<file path="src/rtl/mem_access_pkg.sv">
`default_nettype none
// ============================================================================
// Module  : mem_access_pkg
// Brief   : Shared size/state encodings and lane helpers for the load/store unit
// Revision: 1.0
// ============================================================================
package mem_access_pkg;

    typedef enum logic [1:0] {
        SZ_BYTE = 2'b00,
        SZ_HALF = 2'b01,
        SZ_WORD = 2'b10,
        SZ_ILL  = 2'b11
    } size_e;

    typedef enum logic [1:0] {
        IDLE = 2'b00,
        BUS  = 2'b01,
        RESP = 2'b10,
        ERR  = 2'b11
    } state_e;

    function automatic int lanes(input int data_width);
        return data_width / 8;
    endfunction

endpackage
`default_nettype wire

</file>
<file path="src/rtl/mem_access_unit_if.sv">
`default_nettype none
// ============================================================================
// Module  : mem_access_unit_if
// Brief   : Shared memory bus (breq_/bgrt_ arbitration, lane-enabled data)
// Revision: 1.0
// ============================================================================
interface mem_access_unit_if #(
    parameter int DATA_WIDTH     = 32,
    parameter int BUS_ADDR_WIDTH = 10
);
    logic                        breq_;
    logic                        bgrt_;
    logic                        memread;
    logic                        memwrite;
    logic [BUS_ADDR_WIDTH-1:0]   adr;
    logic [DATA_WIDTH-1:0]       writedata;
    logic [DATA_WIDTH/8-1:0]     byteen;
    logic [DATA_WIDTH-1:0]       memdata;

    modport master (
        output breq_, memread, memwrite, adr, writedata, byteen,
        input  bgrt_, memdata
    );

    modport slave (
        input  breq_, memread, memwrite, adr, writedata, byteen,
        output bgrt_, memdata
    );
endinterface
`default_nettype wire

</file>
<file path="src/rtl/mau_lane_align.sv">
`default_nettype none
// ============================================================================
// Module  : mau_lane_align
// Brief   : Store lane replication, byte-enable generation, load extract/extend
// Revision: 1.0
// ============================================================================
module mau_lane_align
    import mem_access_pkg::*;
#(
    parameter int DATA_WIDTH = 32
) (
    input  wire size_e                              size,
    input  wire logic [$clog2(DATA_WIDTH/8)-1:0]    offset,
    input  wire logic                               is_signed,
    input  wire logic [DATA_WIDTH-1:0]              wdata,
    input  wire logic [DATA_WIDTH-1:0]              rdata,
    output logic      [DATA_WIDTH-1:0]              wdata_lanes,
    output logic      [DATA_WIDTH/8-1:0]            byteen,
    output logic      [DATA_WIDTH-1:0]              rdata_ext
);
    localparam int c_lanes = lanes(DATA_WIDTH);

    logic [DATA_WIDTH-1:0] w_shifted;
    logic [DATA_WIDTH-1:0] w_word_rep;
    logic [DATA_WIDTH-1:0] w_word_ext;
    logic [c_lanes-1:0]    w_word_be;

    // Keep the low nbits and either sign-fill or zero-fill the rest.
    function automatic logic [DATA_WIDTH-1:0] extend(
        input logic [DATA_WIDTH-1:0] value,
        input int                    nbits,
        input logic                  sgn
    );
        logic [DATA_WIDTH-1:0] keep;
        keep = ~({DATA_WIDTH{1'b1}} << nbits);
        return (sgn && value[nbits-1]) ? (value | ~keep) : (value & keep);
    endfunction

    assign w_shifted = rdata >> {offset, 3'b000};

    generate
        if (DATA_WIDTH >= 32) begin : g_word
            assign w_word_rep = {(DATA_WIDTH/32){wdata[31:0]}};
            assign w_word_be  = c_lanes'(4'hF) << offset;
            assign w_word_ext = extend(w_shifted, 32, is_signed);
        end else begin : g_no_word
            assign w_word_rep = '0;
            assign w_word_be  = '0;
            assign w_word_ext = '0;
        end
    endgenerate

    always_comb begin
        wdata_lanes = '0;
        byteen      = '0;
        rdata_ext   = '0;
        case (size)
            SZ_BYTE: begin
                wdata_lanes = {c_lanes{wdata[7:0]}};
                byteen      = c_lanes'(1) << offset;
                rdata_ext   = extend(w_shifted, 8, is_signed);
            end
            SZ_HALF: begin
                wdata_lanes = {(c_lanes/2){wdata[15:0]}};
                byteen      = c_lanes'(2'b11) << offset;
                rdata_ext   = extend(w_shifted, 16, is_signed);
            end
            SZ_WORD: begin
                wdata_lanes = w_word_rep;
                byteen      = w_word_be;
                rdata_ext   = w_word_ext;
            end
            default: begin
                wdata_lanes = '0;
            end
        endcase
    end

endmodule
`default_nettype wire

</file>
<file path="src/rtl/mem_access_unit.sv">
`default_nettype none
// ============================================================================
// Module  : mem_access_unit
// Brief   : Single-outstanding load/store bus master; MAU_TIMEOUT_EN adds a
//           grant-wait timeout that ends the access with rsp_err.
// Revision: 1.0
// ============================================================================
module mem_access_unit
    import mem_access_pkg::*;
#(
    parameter int DATA_WIDTH     = 32,
    parameter int ADDR_WIDTH     = 32,
    parameter int BUS_ADDR_WIDTH = 10,
    parameter int TIMEOUT_CYCLES = 255
) (
    input  wire logic                   clk,
    input  wire logic                   reset_,
    input  wire logic                   req_valid,
    output logic                        req_ready,
    input  wire logic                   req_we,
    input  wire logic [1:0]             req_size,
    input  wire logic                   req_signed,
    input  wire logic [ADDR_WIDTH-1:0]  req_adr,
    input  wire logic [DATA_WIDTH-1:0]  req_wdata,
    output logic                        rsp_valid,
    output logic [DATA_WIDTH-1:0]       rsp_rdata,
    output logic                        rsp_err,
    mem_access_unit_if.master           bus
);
    localparam int c_lanes = lanes(DATA_WIDTH);
    localparam int c_lb    = $clog2(c_lanes);

    state_e                     r_state, w_next;
    logic                       r_we, r_signed;
    size_e                      r_size;
    logic [c_lb-1:0]            r_offset;
    logic [BUS_ADDR_WIDTH-1:0]  r_adr;
    logic [DATA_WIDTH-1:0]      r_wdata, r_rdata;
    logic [c_lanes-1:0]         r_byteen;

    logic [c_lb-1:0]            w_offset, w_al_offset;
    size_e                      w_al_size;
    logic                       w_misaligned, w_accept, w_grant, w_timeout, w_unused;
    logic [DATA_WIDTH-1:0]      w_wdata_lanes, w_rdata_ext;
    logic [c_lanes-1:0]         w_byteen;

    assign w_offset = req_adr[c_lb-1:0];
    assign w_accept = req_valid && (r_state == IDLE);
    assign w_grant  = (r_state == BUS) && !bus.bgrt_;
    assign w_unused = &{1'b0, req_adr, 32'(TIMEOUT_CYCLES)};

    always_comb begin
        w_misaligned = 1'b0;
        case (size_e'(req_size))
            SZ_HALF: w_misaligned = w_offset[0];
            SZ_WORD: w_misaligned = (DATA_WIDTH < 32) || (w_offset != '0);
            SZ_ILL:  w_misaligned = 1'b1;
            default: w_misaligned = 1'b0;
        endcase
    end

    // While idle the aligner steers the incoming request; afterwards it
    // extracts load data using the captured size and offset.
    assign w_al_size   = (r_state == IDLE) ? size_e'(req_size) : r_size;
    assign w_al_offset = (r_state == IDLE) ? w_offset : r_offset;

    mau_lane_align #(
        .DATA_WIDTH (DATA_WIDTH)
    ) u_align (
        .size        (w_al_size),
        .offset      (w_al_offset),
        .is_signed   (r_signed),
        .wdata       (req_wdata),
        .rdata       (bus.memdata),
        .wdata_lanes (w_wdata_lanes),
        .byteen      (w_byteen),
        .rdata_ext   (w_rdata_ext)
    );

`ifdef MAU_TIMEOUT_EN
    localparam int c_to_w = ($clog2(TIMEOUT_CYCLES + 1) > 8) ? $clog2(TIMEOUT_CYCLES + 1) : 8;
    logic [c_to_w-1:0] r_wait;

    always_ff @(posedge clk or negedge reset_) begin
        if (!reset_) begin
            r_wait <= '0;
        end else if (r_state != BUS) begin
            r_wait <= '0;
        end else if (bus.bgrt_) begin
            r_wait <= r_wait + 1'b1;
        end
    end

    // A grant on the limit cycle takes priority in the next-state logic.
    assign w_timeout = (r_state == BUS) && (r_wait == c_to_w'(TIMEOUT_CYCLES - 1));
`else
    assign w_timeout = 1'b0;
`endif

    always_comb begin
        w_next       = r_state;
        req_ready    = 1'b0;
        rsp_valid    = 1'b0;
        rsp_err      = 1'b0;
        bus.breq_    = 1'b1;
        bus.memread  = 1'b0;
        bus.memwrite = 1'b0;
        case (r_state)
            IDLE: begin
                req_ready = 1'b1;
                if (req_valid) begin
                    w_next = w_misaligned ? ERR : BUS;
                end
            end
            BUS: begin
                bus.breq_    = 1'b0;
                bus.memread  = !r_we;
                bus.memwrite = r_we;
                if (!bus.bgrt_) begin
                    w_next = RESP;
                end else if (w_timeout) begin
                    w_next = ERR;
                end
            end
            RESP: begin
                rsp_valid = 1'b1;
                w_next    = IDLE;
            end
            ERR: begin
                rsp_valid = 1'b1;
                rsp_err   = 1'b1;
                w_next    = IDLE;
            end
            default: w_next = IDLE;
        endcase
    end

    always_ff @(posedge clk or negedge reset_) begin
        if (!reset_) begin
            r_state  <= IDLE;
            r_we     <= 1'b0;
            r_signed <= 1'b0;
            r_size   <= SZ_BYTE;
            r_offset <= '0;
            r_adr    <= '0;
            r_wdata  <= '0;
            r_byteen <= '0;
            r_rdata  <= '0;
        end else begin
            r_state <= w_next;
            if (w_accept) begin
                r_we     <= req_we;
                r_signed <= req_signed;
                r_size   <= size_e'(req_size);
                r_offset <= w_offset;
                r_adr    <= req_adr[BUS_ADDR_WIDTH+c_lb-1:c_lb];
                r_wdata  <= w_wdata_lanes;
                r_byteen <= w_byteen;
            end
            if (w_grant) begin
                r_rdata <= r_we ? '0 : w_rdata_ext;
            end else if (w_next == ERR) begin
                r_rdata <= '0;
            end
        end
    end

    assign bus.adr       = r_adr;
    assign bus.writedata = r_wdata;
    assign bus.byteen    = r_byteen;
    assign rsp_rdata     = r_rdata;

endmodule
`default_nettype wire
</file>
<file path="src/flat_wrapper.sv">
// flat-port wrapper written by rule: the top's interface ports become plain ports
module mem_access_unit_flat import mem_access_pkg::*;
#(
    parameter int DATA_WIDTH     = 32,
    parameter int ADDR_WIDTH     = 32,
    parameter int BUS_ADDR_WIDTH = 10,
    parameter int TIMEOUT_CYCLES = 255
)
  (clk, reset_, req_valid, req_ready, req_we, req_size, req_signed, req_adr, req_wdata, rsp_valid, rsp_rdata, rsp_err, bus_breq_, bus_memread, bus_memwrite, bus_adr, bus_writedata, bus_byteen, bus_bgrt_, bus_memdata);
  mem_access_unit_if #(.DATA_WIDTH(DATA_WIDTH), .BUS_ADDR_WIDTH(BUS_ADDR_WIDTH)) bus_i ();
  input  wire logic clk;
  input  wire logic reset_;
  input  wire logic req_valid;
  output logic req_ready;
  input  wire logic req_we;
  input  wire logic [1:0] req_size;
  input  wire logic req_signed;
  input  wire logic [ADDR_WIDTH-1:0] req_adr;
  input  wire logic [DATA_WIDTH-1:0] req_wdata;
  output logic rsp_valid;
  output logic [DATA_WIDTH-1:0] rsp_rdata;
  output logic rsp_err;
  output wire logic [$bits(bus_i.breq_)-1:0] bus_breq_;
  output wire logic [$bits(bus_i.memread)-1:0] bus_memread;
  output wire logic [$bits(bus_i.memwrite)-1:0] bus_memwrite;
  output wire logic [$bits(bus_i.adr)-1:0] bus_adr;
  output wire logic [$bits(bus_i.writedata)-1:0] bus_writedata;
  output wire logic [$bits(bus_i.byteen)-1:0] bus_byteen;
  input wire logic [$bits(bus_i.bgrt_)-1:0] bus_bgrt_;
  input wire logic [$bits(bus_i.memdata)-1:0] bus_memdata;
  assign bus_breq_ = bus_i.breq_;
  assign bus_memread = bus_i.memread;
  assign bus_memwrite = bus_i.memwrite;
  assign bus_adr = bus_i.adr;
  assign bus_writedata = bus_i.writedata;
  assign bus_byteen = bus_i.byteen;
  assign bus_i.bgrt_ = bus_bgrt_;
  assign bus_i.memdata = bus_memdata;
  mem_access_unit #(.DATA_WIDTH(DATA_WIDTH), .ADDR_WIDTH(ADDR_WIDTH), .BUS_ADDR_WIDTH(BUS_ADDR_WIDTH), .TIMEOUT_CYCLES(TIMEOUT_CYCLES)) u_core (.clk(clk), .reset_(reset_), .req_valid(req_valid), .req_ready(req_ready), .req_we(req_we), .req_size(req_size), .req_signed(req_signed), .req_adr(req_adr), .req_wdata(req_wdata), .rsp_valid(rsp_valid), .rsp_rdata(rsp_rdata), .rsp_err(rsp_err), .bus(bus_i));
endmodule
</file>
<file path="config.mk">
export PLATFORM = sky130hd
export DESIGN_NAME = mem_access_unit_flat
export DESIGN_NICKNAME = d
export VERILOG_FILES = /design/src/rtl/mem_access_pkg.sv /design/src/rtl/mem_access_unit_if.sv /design/src/rtl/mau_lane_align.sv /design/src/rtl/mem_access_unit.sv /design/src/flat_wrapper.sv
export SDC_FILE = /design/constraint.sdc
export NUM_CORES = 1
export LEC_CHECK = 0
export ABC_AREA = 1
export CAP_MARGIN = 5
export CORE_MARGIN = 2
export CORE_UTILIZATION = 44
export CTS_BUF_LIST = sky130_fd_sc_hd__clkbuf_8
export CTS_CLUSTER_DIAMETER = 150
export CTS_CLUSTER_SIZE = 40
export DETAILED_ROUTE_END_ITERATION = 8
export GPL_ROUTABILITY_DRIVEN = 0
export PLACE_DENSITY_LB_ADDON = 0.1
export REMOVE_ABC_BUFFERS = 1
export SYNTH_ARGS = -nofsm -noshare
export SYNTH_HDL_FRONTEND = slang
export SYNTH_SLANG_ARGS = --single-unit
</file>
<file path="constraint.sdc">
create_clock -name clk -period 2.6 [get_ports clk]
set_clock_uncertainty 0.15 [all_clocks]
set_input_delay 0.52 -clock clk [delete_from_list [all_inputs] [get_ports clk]]
set_output_delay 0.52 -clock clk [all_outputs]
set_load 0.02 [all_outputs]
</file>
# After elaboration in Yosys (flattened, before gate mapping)
# Cells that the tools add are included.
[totals]
ff_bits = 86
in_bits = 104
word_cells = 54
[op_classes]
eq_ne = 9
shifts = 4
mux = 21
reduce_logical = 11
[op_table]
columns = ["op", "n"]
rows = [
  ["32-bit case mux with 3 select lines", 2],
  ["32-bit two-way mux", 5],
  ["32-bit by 5-bit >> shifter with 32-bit output", 1],
  ["2-bit == test (second input constant)", 6],
  ["4-bit case mux with 3 select lines", 1],
  ["2-bit two-way mux", 5],
  ["2-bit by 1-bit == test with 1-bit output (second input constant)", 3],
  ["1-bit two-way mux", 6],
  ["2-bit case mux with 3 select lines", 1],
  ["1-bit logical AND", 4],
  ["2-bit logical NOT", 2],
  ["2-bit nonzero test", 2],
  ["1-bit by 2-bit left shift with 4-bit output (first input constant)", 1],
  ["2-bit by 2-bit left shift with 4-bit output (first input constant)", 1],
  ["4-bit by 2-bit left shift with 4-bit output (first input constant)", 1],
  ["1-bit case mux with 3 select lines", 1],
  ["1-bit logical NOT", 2],
  ["2-bit OR reduction", 1],
]

# Logic depth before layout (Yosys ltp)
# Gate-level depths: netlist (run 1).
[logic_depth]
depth_word = 8
ltp_mapped = 13
ltp_nobuf = 11

# Cells and area by module
# From an unflattened synthesis (run 1), not the netlist that was laid out.
[unflattened]
hier_cells = 764
hier_area_um2 = 5109.9
[modules_own_cells]
columns = ["mod", "n_inst", "cells_per_inst", "area_per_inst_um2", "seq_area_each_um2"]
rows = [
  ["mem_access_unit", 1, 390, 3482.1, 2152.1],
  ["mau_lane_align", 1, 374, 1627.8, 0.0],
]

# Worst setup path before layout (run 1)
# OpenSTA, ideal clock, no wires.
[synth_timing]
path_kind = "register to register"
startpoint = "reg u_core.r_state[0]"
endpoint = "reg u_core.r_rdata[15] (netlist: u_core.rsp_rdata[15])"
setup_time_ps = 117
arrival_ps = 2198
required_time_ps = 2333
path_slack_ps = 135
stages_incl_launch_ff = 13
n_path_buf = 1
period_less_slack_ps = 2465
path_cell_list = "dfrtp_1 -> nor2_4 -> nand2_1 -> o21ai_0 -> inv_1 -> ha_1 -> clkbuf_1 -> nor2_1 -> inv_1 -> nand3_1 -> nand2_1 -> nand2_1 -> nand2_1"
[synth_between]
elab_chain_len = 8
[synth_lines]
columns = ["element", "line_no", "text"]
rows = [
  ["start, declared", "mem_access_unit.sv:33", "state_e r_state, w_next;"],
  ["start signal, assigned", "mem_access_unit.sv:150", "r_state <= w_next;"],
  ["2-bit logical NOT", "mem_access_unit.sv:64, mem_access_unit.sv:65, mem_access_unit.sv:108", ""],
  ["2-bit two-way mux", "mem_access_unit.sv:65", "assign w_al_offset = (r_state == IDLE) ? w_offset : r_offset;"],
  ["32-bit by 5-bit >> shifter with 32-bit output", "mau_lane_align.sv:39", "assign w_shifted = rdata >> {offset, 3'b000};"],
  ["1-bit logical AND", "mau_lane_align.sv:36", "return (sgn && value[nbits-1]) ? (value | ~keep) : (value & keep);"],
  ["32-bit two-way mux", "mau_lane_align.sv:36", ""],
  ["32-bit case mux with 3 select lines", "mau_lane_align.sv:57", "case (size)"],
  ["32-bit two-way mux", "mem_access_unit.sv:161", "r_rdata <= r_we ? '0 : w_rdata_ext;"],
  ["32-bit two-way mux", "mem_access_unit.sv:160", "if (w_grant) begin"],
  ["end signal, assigned", "mem_access_unit.sv:161", ""],
  ["end, declared", "mem_access_unit.sv:38", "logic [DATA_WIDTH-1:0] r_wdata, r_rdata;"],
]
# Parallel ways exist; a longest one is shown, timed or not.
# A chain may end at the register's enable or synchronous reset.

# Final worst setup path (run 1)
[layout_timing]
startpoint = "reg u_core.r_state[0]"
endpoint = "out req_ready"
[layout_between]
elab_chain_len = 2
[layout_lines]
columns = ["element", "line_no", "text"]
rows = [
  ["2-bit logical NOT", "mem_access_unit.sv:108", "case (r_state)"],
  ["1-bit two-way mux", "mem_access_unit.sv:108", ""],
  ["end, declared", "flat_wrapper.sv:14", "output logic req_ready;"],
]
# No other way between the ends.

==> impl_metrics.env, run 1 <==
export IMPL_synthMuxAreaShare_pct=0
export IMPL_clkSinkCount=86
export IMPL_clock_latency_ns=0.35
export IMPL_diodes=0
export IMPL_ant_nets=0
export IMPL_vias=4521
export IMPL_ir_worst_vdd_uv=821.9
export IMPL_rsz0062_at_grt="no"
export IMPL_synth_top_area_share_pct=47.92
export IMPL_clockBufferDepth=2
export IMPL_clk_pin_slew_ns=0.09
export IMPL_fin_crit_ns=2.442
export IMPL_p_leak_nw=3.279
export IMPL_synth_area_leader_cell="dfrtp_1"
export IMPL_dp_cells=875
export IMPL_synth_fa_ha_area_share_pct=1.672
export IMPL_setup_violations_final=0
export IMPL_yosysSeqAreaShare_pct=47.92
export IMPL_async_flop_share_pct=100.0
export IMPL_grt_pass1_vias=4465
export IMPL_cts_buffers=9
export IMPL_power_density_nw_per_um2=1284
export IMPL_syn_to_final_growth_pct=45.72
export IMPL_first_pass_iters=7
export IMPL_slowest_delay_ns=0.61
export IMPL_start_kind="register"
export IMPL_crit_chain="nor2_4 -> buf_4 -> clkdlybuf4s50_1"
export IMPL_seq_power_share_pct=26.5
export IMPL_cp_end_kind="primary output"
export IMPL_placed_cell_area_um2=6361
export IMPL_ys_top_cells_by_area="dfrtp_1 48%, nand2_1 23%, o21ai_0 4.9%"
export IMPL_cap_violations=0
export IMPL_hp_class="input port to async pin"
export IMPL_min_period_over_period_pct=93.94
export IMPL_max_freq_ghz=0.4094
export IMPL_wl_um=13210
export IMPL_drc=0
export IMPL_p_sw_w=0.003974
export IMPL_antenna_found_initial=0
export IMPL_critPathMaxFanout=6
export IMPL_hold_viol=0
export IMPL_cts_root_buf="clkbuf_8"
export IMPL_yosys_warnings=0
export IMPL_cp_required_ns=1.93
export IMPL_initial_core_util_pct=45.73
export IMPL_slew_headroom_pct=58.27
export IMPL_cp_arrival_ns=1.77
export IMPL_ys_ff_latch=86
export IMPL_worstSetupPathType="register to primary output"
export IMPL_fp_dieW_um=105.0
export IMPL_holdWs_ns=0.01030
export IMPL_numPortBuffers=167
export IMPL_die_h_um=105.0
export IMPL_p_total_w=0.008403
export IMPL_synth_xor_area_share_pct=0
export IMPL_fillCellCount=892
export IMPL_synth_cells=587
export IMPL_std_cell_rows=36
export IMPL_swShare_pct=47.29
export IMPL_p_int_w=0.004429
export IMPL_vias_per_cell=5.074
export IMPL_yosys_area_share_simple_pct=32.10
export IMPL_synth_cell_type_count=26
export IMPL_worst_pin_slew_ns=0.6259
export IMPL_nets=863
export IMPL_critPathSlowestCell="clkdlybuf4s50_1"
export IMPL_drive_gt1_share_pct=8.179
export IMPL_final_cells=891
export IMPL_synth_top_family_by_area="simple AND/OR/NAND/NOR gates"
export IMPL_finalMaxSlewViolations=0
export IMPL_synth_flop_cell="dfrtp_1"
export IMPL_avgRoutedWirePerCell_um=14.82
export IMPL_ctsHtreeMaxLevel=3
export IMPL_gr_total_overflow=0
export IMPL_postCtsSetupRepairBufs=0
export IMPL_synthesis_area_um2=4491
export IMPL_design_area_um2=6544
export IMPL_combPwrFrac_pct=63.4
export IMPL_core_um2=9819
export IMPL_grt_pass1_wl_um=21740
export IMPL_synth_edff_count=0
export IMPL_io_pins=188
export IMPL_cts_tree="built"
export IMPL_grt_max_degree=59
export IMPL_status="finished clean"
export IMPL_synth_compound_area_share_pct=11.90
export IMPL_dp_hpwl_um=9298
export IMPL_dieArea_um2=11030
export IMPL_drt_iter0_markers=225
export IMPL_clkPwrFrac_pct=10.0
export IMPL_syn_avg_cell_area_um2=7.650
export IMPL_grt_total_usage_pct=24.45
[power by group through the flow]
stage | sequential, W | combinational [W] | clock [W]
finish | 0.00223 | 0.00533 | 0.000844
global route | 0.00229 | 0.00588 | 0.000914
CTS | 0.00223 | 0.00534 | 0.000865
detailed placement | 0.00225 | 0.00531 | 0
global placement | 0.00223 | 0.00521 | 0
floorplan | 0.00283 | 0.00236 | 0
[critical path, delay by kind of cell (launching register included)]
family / cells / cell delay (ns)
DFF: 1 / 0.46
buffers and inverters: 2 / 0.78
and+or+nand+nor: 1 / 0.18
[layout by cell type (no fill, tap or decap)]
cell	instances
nand2_2	5
ha_1	6
clkinvlp_4	1
nand3_2	12
inv_1	28
nor2_1	8
nor3_1	2
nand2_1	272
a22o_1	3
clkbuf_8	10
clkinv_2	3
dfrtp_1	86
o311ai_1	1
o21ai_1	2
a21oi_1	18
nor2_4	3
buf_12	4
nand3_1	39
clkinv_1	1
inv_2	3
a22oi_1	8
nand3_4	1
buf_4	18
o21ai_0	42
o21ai_2	2
clkdlybuf4s50_1	166
a221oi_1	5
o211ai_1	9
[state kept, by name (all words and copies together) (netlist names)]
register,count
u_core.bus.writedata,32
u_core.rsp_rdata,32
u_core.bus.adr,10
u_core.bus.byteen,4
u_core.r_offset,2
u_core.r_size,2
u_core.r_state,2
u_core.r_signed,1
u_core.r_we,1
[logic make-up (layout without fill, tap and decap cells)]
group	after synthesis	in the layout
AND/OR/NAND/NOR	342	342
AO/OA/AOI/OAI	90	90
flip-flops	86	86
buffers and inverters	63	234
adder cells (fa/ha/maj)	6	6
[synthesized netlist by cell type, types with 3 or more instances]
cell type and n:
nand2_1 273, dfrtp_1 86, o21ai_0 44, nand3_1 39, inv_1 26, a21oi_1 18
clkbuf_1 15, nand3_2 12, buf_2 11, nor2_1 10, o211ai_1 9, a22oi_1 8
ha_1 6, a221oi_1 5, buf_6 4, nand2_2 4, a22o_1 3, inv_2 3
[what timing repair did]
| action | CTS | global route |
|---|---|---|
| hold buffers | 0 | 0 |
| setup endpoints to repair | 23 | 20 |
| gates resized for setup | 2 | 4 |
[path summary, 6_finish.rpt]
| path | startpoint | end | slack (ns) | cells past startpoint |
|---|---|---|---|---|
| max reg2reg | u_core.r_state[0]$_DFF_PN0_ | u_core.rsp_rdata[16]$_DFFE_PN0P_ | 0.25 | 13 |
| max in group asynchronous | reset_ | u_core.rsp_rdata[3]$_DFFE_PN0P_ | 1.62 | 2 |
| max | u_core.r_state[0]$_DFF_PN0_ | req_ready | 0.16 | 3 |
| min in group clk | u_core.rsp_rdata[5]$_DFFE_PN0P_ | u_core.rsp_rdata[5]$_DFFE_PN0P_ | 0.32 | 2 |
| min | reset_ | u_core.bus.writedata[23]$_DFFE_PN0P_ | 0.01 | 1 |
| min reg2reg | u_core.rsp_rdata[5]$_DFFE_PN0P_ | u_core.rsp_rdata[5]$_DFFE_PN0P_ | 0.32 | 2 |
[final cells by class]
cell class              count  area, um2  area share [%]
clock buffers              10      137.6           2.103
clock inverters             6      30.03          0.4589
inverters                  30      112.6           1.721
multi-input cells         438       2068           31.61
flip-flops and latches     86       2152           32.89
well taps                 133      166.4           2.543
repair buffers            188       1877           28.68
[per-layer routing]
layer,global-route usage (%),vias up,share of wire (%)
li1,-,2228,-
met1,31.91,2107,44
met2,40.86,167,49
met3,4.304,19,5.7
met4,8.667,0,1.5
met5,0,-,0
[through the flow]
step | TNS (ns) | worst slack [ns] | util, %
after global placement | -9.785 | -0.4234 | 64.78
final | 0 | 0.1577 | 66.64
after detailed placement | -11.77 | -0.5143 | 64.78
after global routing | 0 | 0.03108 | 66.64
after CTS | 0 | 0.1365 | 66.54
after floorplan | -24.21 | -0.4243 | -
No activity file was read; power rests on OpenSTA's default activity.
==> run 2, diff against run 1 <==
--- a/constraint.sdc
+++ b/constraint.sdc
@@ -4,2 +4,2 @@
 set_output_delay 0.52 -clock clk [all_outputs]
-set_load 0.02 [all_outputs]
+set_load 0.05 [all_outputs]
==> run 2 against run 1 <==
  * Register-to-register slack about the same
  * Hold slack about the same
  * Core utilization about the same
  * Sequential power about the same
  * Wire length unchanged
  * Fmax down 2.0%
  * Count of clock-buffer cells in the layout unchanged
  * Setup slack worse by 0.050 ns
  * Cell count unchanged
  * Critical path depth unchanged
  * Critical path type unchanged
  * Critical endpoint is now bus_breq_
  * Highest routed layer unchanged
==> impl_metrics.env, run 2 (same netlist as run 1, synthesis figures left out) <==
export IMPL_status="finished clean"
export IMPL_p_leak_nw=3.288
export IMPL_postCtsSetupRepairBufs=0
export IMPL_worstSetupPathType="register to primary output"
export IMPL_cap_violations=0
export IMPL_clockBufferDepth=2
export IMPL_grt_max_degree=59
export IMPL_drc=0
export IMPL_drive_gt1_share_pct=8.179
export IMPL_drt_iter0_markers=225
export IMPL_avgRoutedWirePerCell_um=14.82
export IMPL_vias=4527
export IMPL_initial_core_util_pct=45.73
export IMPL_cp_required_ns=1.93
export IMPL_p_total_w=0.009614
export IMPL_die_h_um=105.0
export IMPL_fin_crit_ns=2.493
export IMPL_critPathMaxFanout=4
export IMPL_power_density_nw_per_um2=1470
export IMPL_nets=863
export IMPL_worst_pin_slew_ns=0.6259
export IMPL_clock_latency_ns=0.35
export IMPL_dp_hpwl_um=9298
export IMPL_gr_total_overflow=0
export IMPL_grt_pass1_wl_um=21740
export IMPL_std_cell_rows=36
export IMPL_start_kind="register"
export IMPL_max_freq_ghz=0.4012
export IMPL_fp_dieW_um=105.0
export IMPL_design_area_um2=6540
export IMPL_hp_class="input port to async pin"
export IMPL_numPortBuffers=167
export IMPL_cp_end_kind="primary output"
export IMPL_diodes=0
export IMPL_cts_root_buf="clkbuf_8"
export IMPL_setup_tns_ns=0
export IMPL_rsz0062_at_grt="no"
export IMPL_syn_to_final_growth_pct=45.64
export IMPL_holdWs_ns=0.01031
export IMPL_cp_arrival_ns=1.82
export IMPL_grt_total_usage_pct=24.45
export IMPL_hold_viol=0
export IMPL_final_util_pct=66.60
export IMPL_core_um2=9819
export IMPL_ir_worst_vdd_uv=886.0
export IMPL_cts_buffers=9
export IMPL_final_cell_mix="272 x nand2_1, 163 x clkdlybuf4s50_1, 86 x dfrtp_1"
export IMPL_clkSinkCount=86
export IMPL_clk_pin_slew_ns=0.09
export IMPL_ctsHtreeMaxLevel=3
export IMPL_first_pass_iters=7
export IMPL_dieArea_um2=11030
export IMPL_finalMaxSlewViolations=0
export IMPL_wl_um=13210
export IMPL_slew_headroom_pct=58.27
export IMPL_antenna_found_initial=0
export IMPL_mostFrequentLayoutCell="nand2_1"
export IMPL_cts_tree="built"
export IMPL_grt_pass1_vias=4465
export IMPL_vias_per_cell=5.081
export IMPL_placed_cell_area_um2=6361
export IMPL_io_pins=188
export IMPL_setup_violations_final=0
export IMPL_postCtsHoldBufs=0
export IMPL_ant_nets=0
export IMPL_min_period_over_period_pct=95.88
run 2: cell types whose count changed in the layout (fill, tap and decap cells not counted), sizes merged:
| cell | delta |
|---|---|
| clkdlybuf4s50 | -3 |
| dlygate4sd2 | +3 |
run 2: where the power goes:
| group | leakage (nW) | total (W) | internal, W | switching (W) |
|---|---|---|---|---|
| Combinational | 2.06 | 0.00654 | 0.00215 | 0.00439 |
| Sequential | 1.13 | 0.00223 | 0.00190 | 0.000334 |
| Clock | 0.0944 | 0.000844 | 0.000362 | 0.000482 |
| Total | 3.29 | 0.00961 | 0.00440 | 0.00521 |
run 2: per-layer routing:
metal  vias to the layer above  routed length (um)  share of wire (%)  global-route usage, %
li1                       2228                   -                  -                      -
met5                         -                   0                  0                      0
met2                       169                6452                 49                  40.86
met1                      2111                5774                 44                  31.91
met4                         0                 199                1.5                  8.667
met3                        19                 781                5.9                  4.304
run 2: worst paths after layout:
path	startpoint	cells past startpoint	to	slack (ns)
worst max register to register	u_core.r_state[0]$_DFF_PN0_	13	u_core.rsp_rdata[16]$_DFFE_PN0P_	0.25
min in group clk	u_core.rsp_rdata[5]$_DFFE_PN0P_	2	u_core.rsp_rdata[5]$_DFFE_PN0P_	0.32
max in group asynchronous	reset_	2	u_core.rsp_rdata[3]$_DFFE_PN0P_	1.62
worst min register to register	u_core.rsp_rdata[5]$_DFFE_PN0P_	2	u_core.rsp_rdata[5]$_DFFE_PN0P_	0.32
worst min-delay path	reset_	1	u_core.bus.writedata[23]$_DFFE_PN0P_	0.01
worst max-delay path	u_core.r_state[1]$_DFF_PN0_	3	bus_breq_	0.11
run 2: cell type report:
type                       instances  area, um2
fill                             895       3279
sequential                        86       2152
multi-input combinational        438       2068
timing repair buffer             188       1873
tap                              133      166.4
clock buffer                      10      137.6
inverter                          30      112.6
clock inverter                     6      30.03
run 2: critical path: stages, from the launching register on:
cell and delay, ns:
dfrtp_1 0.45, inv_2 0.08, nand2_1 0.12, clkdlybuf4s50_1 0.82
run 2: metrics by stage:
step                      cells  setup WS [ns]
after floorplan             554        -0.7715
after global placement      875        -0.4234
after detailed placement    875        -0.5143
after CTS                   891        0.08053
after global routing        891        0.02266
final                       891         0.1072
run 2: what timing repair did:
action / in CTS / in global routing
endpoints found under the setup margin: 26 / 20
resized for setup: 5 / 4
gates cloned: 0 / 0
==> run 3, diff against run 2 <==
- RECOVER_POWER: not set -> 50
==> run 3 against run 2 <==
  * Hold slack better by 0.22 ns
  * Core utilization shrank 0.24 points
  * Total power decreased by 0.61%
  * Wire length grew 0.15%
  * First-iteration DRC count increased by 14%
  * Via count up 0.13%
  * Design area fell by 0.36%
  * Count of clock-buffer cells in the layout is the same
  * Critical path depth is the same
  * Largest cell class unchanged
  * Largest power group unchanged
  * Highest routed layer unchanged
==> impl_metrics.env, run 3 (same netlist as run 1, synthesis figures left out) <==
export IMPL_power_density_nw_per_um2=1466
export IMPL_clkPwrFrac_pct=8.9
export IMPL_initial_core_util_pct=45.73
export IMPL_wl_um=13230
export IMPL_multiInputGateArea_um2=2066
export IMPL_grt_total_usage_pct=24.45
export IMPL_fin_crit_ns=2.495
export IMPL_gr_total_overflow=0
export IMPL_cp_arrival_ns=1.83
export IMPL_ctsHtreeMaxLevel=3
export IMPL_dp_hpwl_um=9298
export IMPL_ir_worst_vdd_uv=886.0
export IMPL_std_cell_rows=36
export IMPL_postCtsSetupRepairBufs=0
export IMPL_clock_latency_ns=0.36
export IMPL_grt_max_degree=59
export IMPL_cp_end_kind="primary output"
export IMPL_numPortBuffers=167
export IMPL_rsz0062_at_grt="no"
export IMPL_min_period_over_period_pct=95.97
export IMPL_cts_root_buf="clkbuf_8"
export IMPL_first_pass_iters=6
export IMPL_vias=4533
export IMPL_combPwrFrac_pct=67.9
export IMPL_clockBufferDepth=2
export IMPL_clk_pin_slew_ns=0.09
export IMPL_reg2reg_depth=13
export IMPL_die_h_um=105.0
export IMPL_worst_pin_slew_ns=1.187
export IMPL_antenna_found_initial=0
export IMPL_setup_ws_ns=0.1049
export IMPL_drt_iter0_markers=257
export IMPL_nets=863
export IMPL_cap_violations=0
export IMPL_p_leak_nw=3.329
export IMPL_finalMaxSlewViolations=0
export IMPL_p_total_w=0.009555
export IMPL_io_pins=188
export IMPL_cp_required_ns=1.93
export IMPL_hold_viol=0
export IMPL_dp_cells=875
export IMPL_p_sw_w=0.005211
export IMPL_ant_nets=0
export IMPL_hp_class="input port to async pin"
export IMPL_max_freq_ghz=0.4008
export IMPL_clkSinkCount=86
export IMPL_vias_per_cell=5.088
export IMPL_slew_headroom_pct=20.90
export IMPL_pre_cts_slack_ns=-0.5143
export IMPL_mostFrequentLayoutCell="nand2_1"
export IMPL_diodes=0
export IMPL_drive_gt1_share_pct=7.916
export IMPL_seq_area_um2=2152
export IMPL_fp_dieW_um=105.0
export IMPL_syn_to_final_growth_pct=45.11
export IMPL_seq_power_share_pct=23.3
export IMPL_grt_pass1_vias=4465
export IMPL_final_cells=891
export IMPL_setup_violations_final=0
export IMPL_drc=0
export IMPL_core_um2=9819
export IMPL_cts_tree="built"
export IMPL_dieArea_um2=11030
export IMPL_start_kind="register"
export IMPL_grt_pass1_wl_um=21740
export IMPL_fillCellCount=897
export IMPL_critPathMaxFanout=4
export IMPL_swShare_pct=54.53
export IMPL_cts_buffers=9
export IMPL_status="finished clean"
export IMPL_avgRoutedWirePerCell_um=14.85
export IMPL_worstSetupPathType="register to primary output"
export IMPL_setup_tns_ns=0
export IMPL_holdWs_ns=0.2289
export IMPL_final_cell_mix="273 x nand2_1, 142 x clkdlybuf4s50_1, 86 x dfrtp_1"
export IMPL_p_int_w=0.004345
[run 3: cell count changes in the layout (fill, tap and decap cells not counted), sizes merged]
cell,before,now
clkbuf,10,14
buf,22,18
dlygate4sd3,0,21
clkdlybuf4s50,163,142
[run 3: final timing paths]
kind | start | endpoint | slack, ns
worst min register to register | u_core.rsp_rdata[5]$_DFFE_PN0P_ | u_core.rsp_rdata[5]$_DFFE_PN0P_ | 0.32
worst max register to register | u_core.r_state[0]$_DFF_PN0_ | u_core.rsp_rdata[17]$_DFFE_PN0P_ | 0.24
worst max-delay path | u_core.r_state[1]$_DFF_PN0_ | bus_breq_ | 0.10
max in group asynchronous | reset_ | u_core.rsp_rdata[3]$_DFFE_PN0P_ | 0.40
worst min-delay path | reset_ | u_core.bus.writedata[23]$_DFFE_PN0P_ | 0.23
min in group clk | u_core.rsp_rdata[5]$_DFFE_PN0P_ | u_core.rsp_rdata[5]$_DFFE_PN0P_ | 0.32
[run 3: layout make-up]
| class | count | share of cell area [%] |
|---|---|---|
| clock buffer | 10 | 2.112 |
| clock inverter | 6 | 0.4608 |
| inverter | 30 | 1.728 |
| multi-input combinational | 438 | 31.70 |
| sequential | 86 | 33.03 |
| tap | 133 | 2.554 |
| timing repair buffer | 188 | 28.42 |
[run 3: stage by stage]
step | util [%] | area [um2]
finish | 66.36 | 6516
global route | 66.36 | 6516
CTS | 66.50 | 6530
detailed placement | 64.78 | 6361
global placement | 64.78 | 6361
floorplan | - | 4315
[run 3: timing repair]
| item | in CTS | in global routing |
|---|---|---|
| hold endpoints to repair | 0 | 0 |
| cloned | 0 | 0 |
| endpoints found under the setup margin | 26 | 20 |
| pin swaps | 0 | 0 |
| resized for setup | 5 | 4 |
| hold buffers | 0 | 0 |
[run 3: per-layer routing]
layer | wire length [um] | vias to the layer above | global-route usage (%) | share of wire, %
li1 | - | 2230 | - | -
met1 | 5807 | 2113 | 31.91 | 44
met2 | 6444 | 170 | 40.86 | 49
met3 | 763 | 20 | 4.304 | 5.8
met4 | 213 | 0 | 8.667 | 1.6
met5 | 0 | - | 0 | 0
[run 3: power groups by stage]
| stage | Combinational, W | Sequential [W] | Clock (W) |
|---|---|---|---|
| after floorplan | 0.00244 | 0.00396 | 0 |
| after global placement | 0.00644 | 0.00223 | 0 |
| after detailed placement | 0.00653 | 0.00225 | 0 |
| after CTS | 0.00655 | 0.00223 | 0.000865 |
| after global routing | 0.00703 | 0.00229 | 0.000914 |
| final | 0.00649 | 0.00222 | 0.000847 |
[run 3: worst max-delay path: stages (launching register included)]
cell,delay [ns]
dfrtp_1,0.45
inv_2,0.08
nand2_1,0.12
clkdlybuf4s50_1,0.82
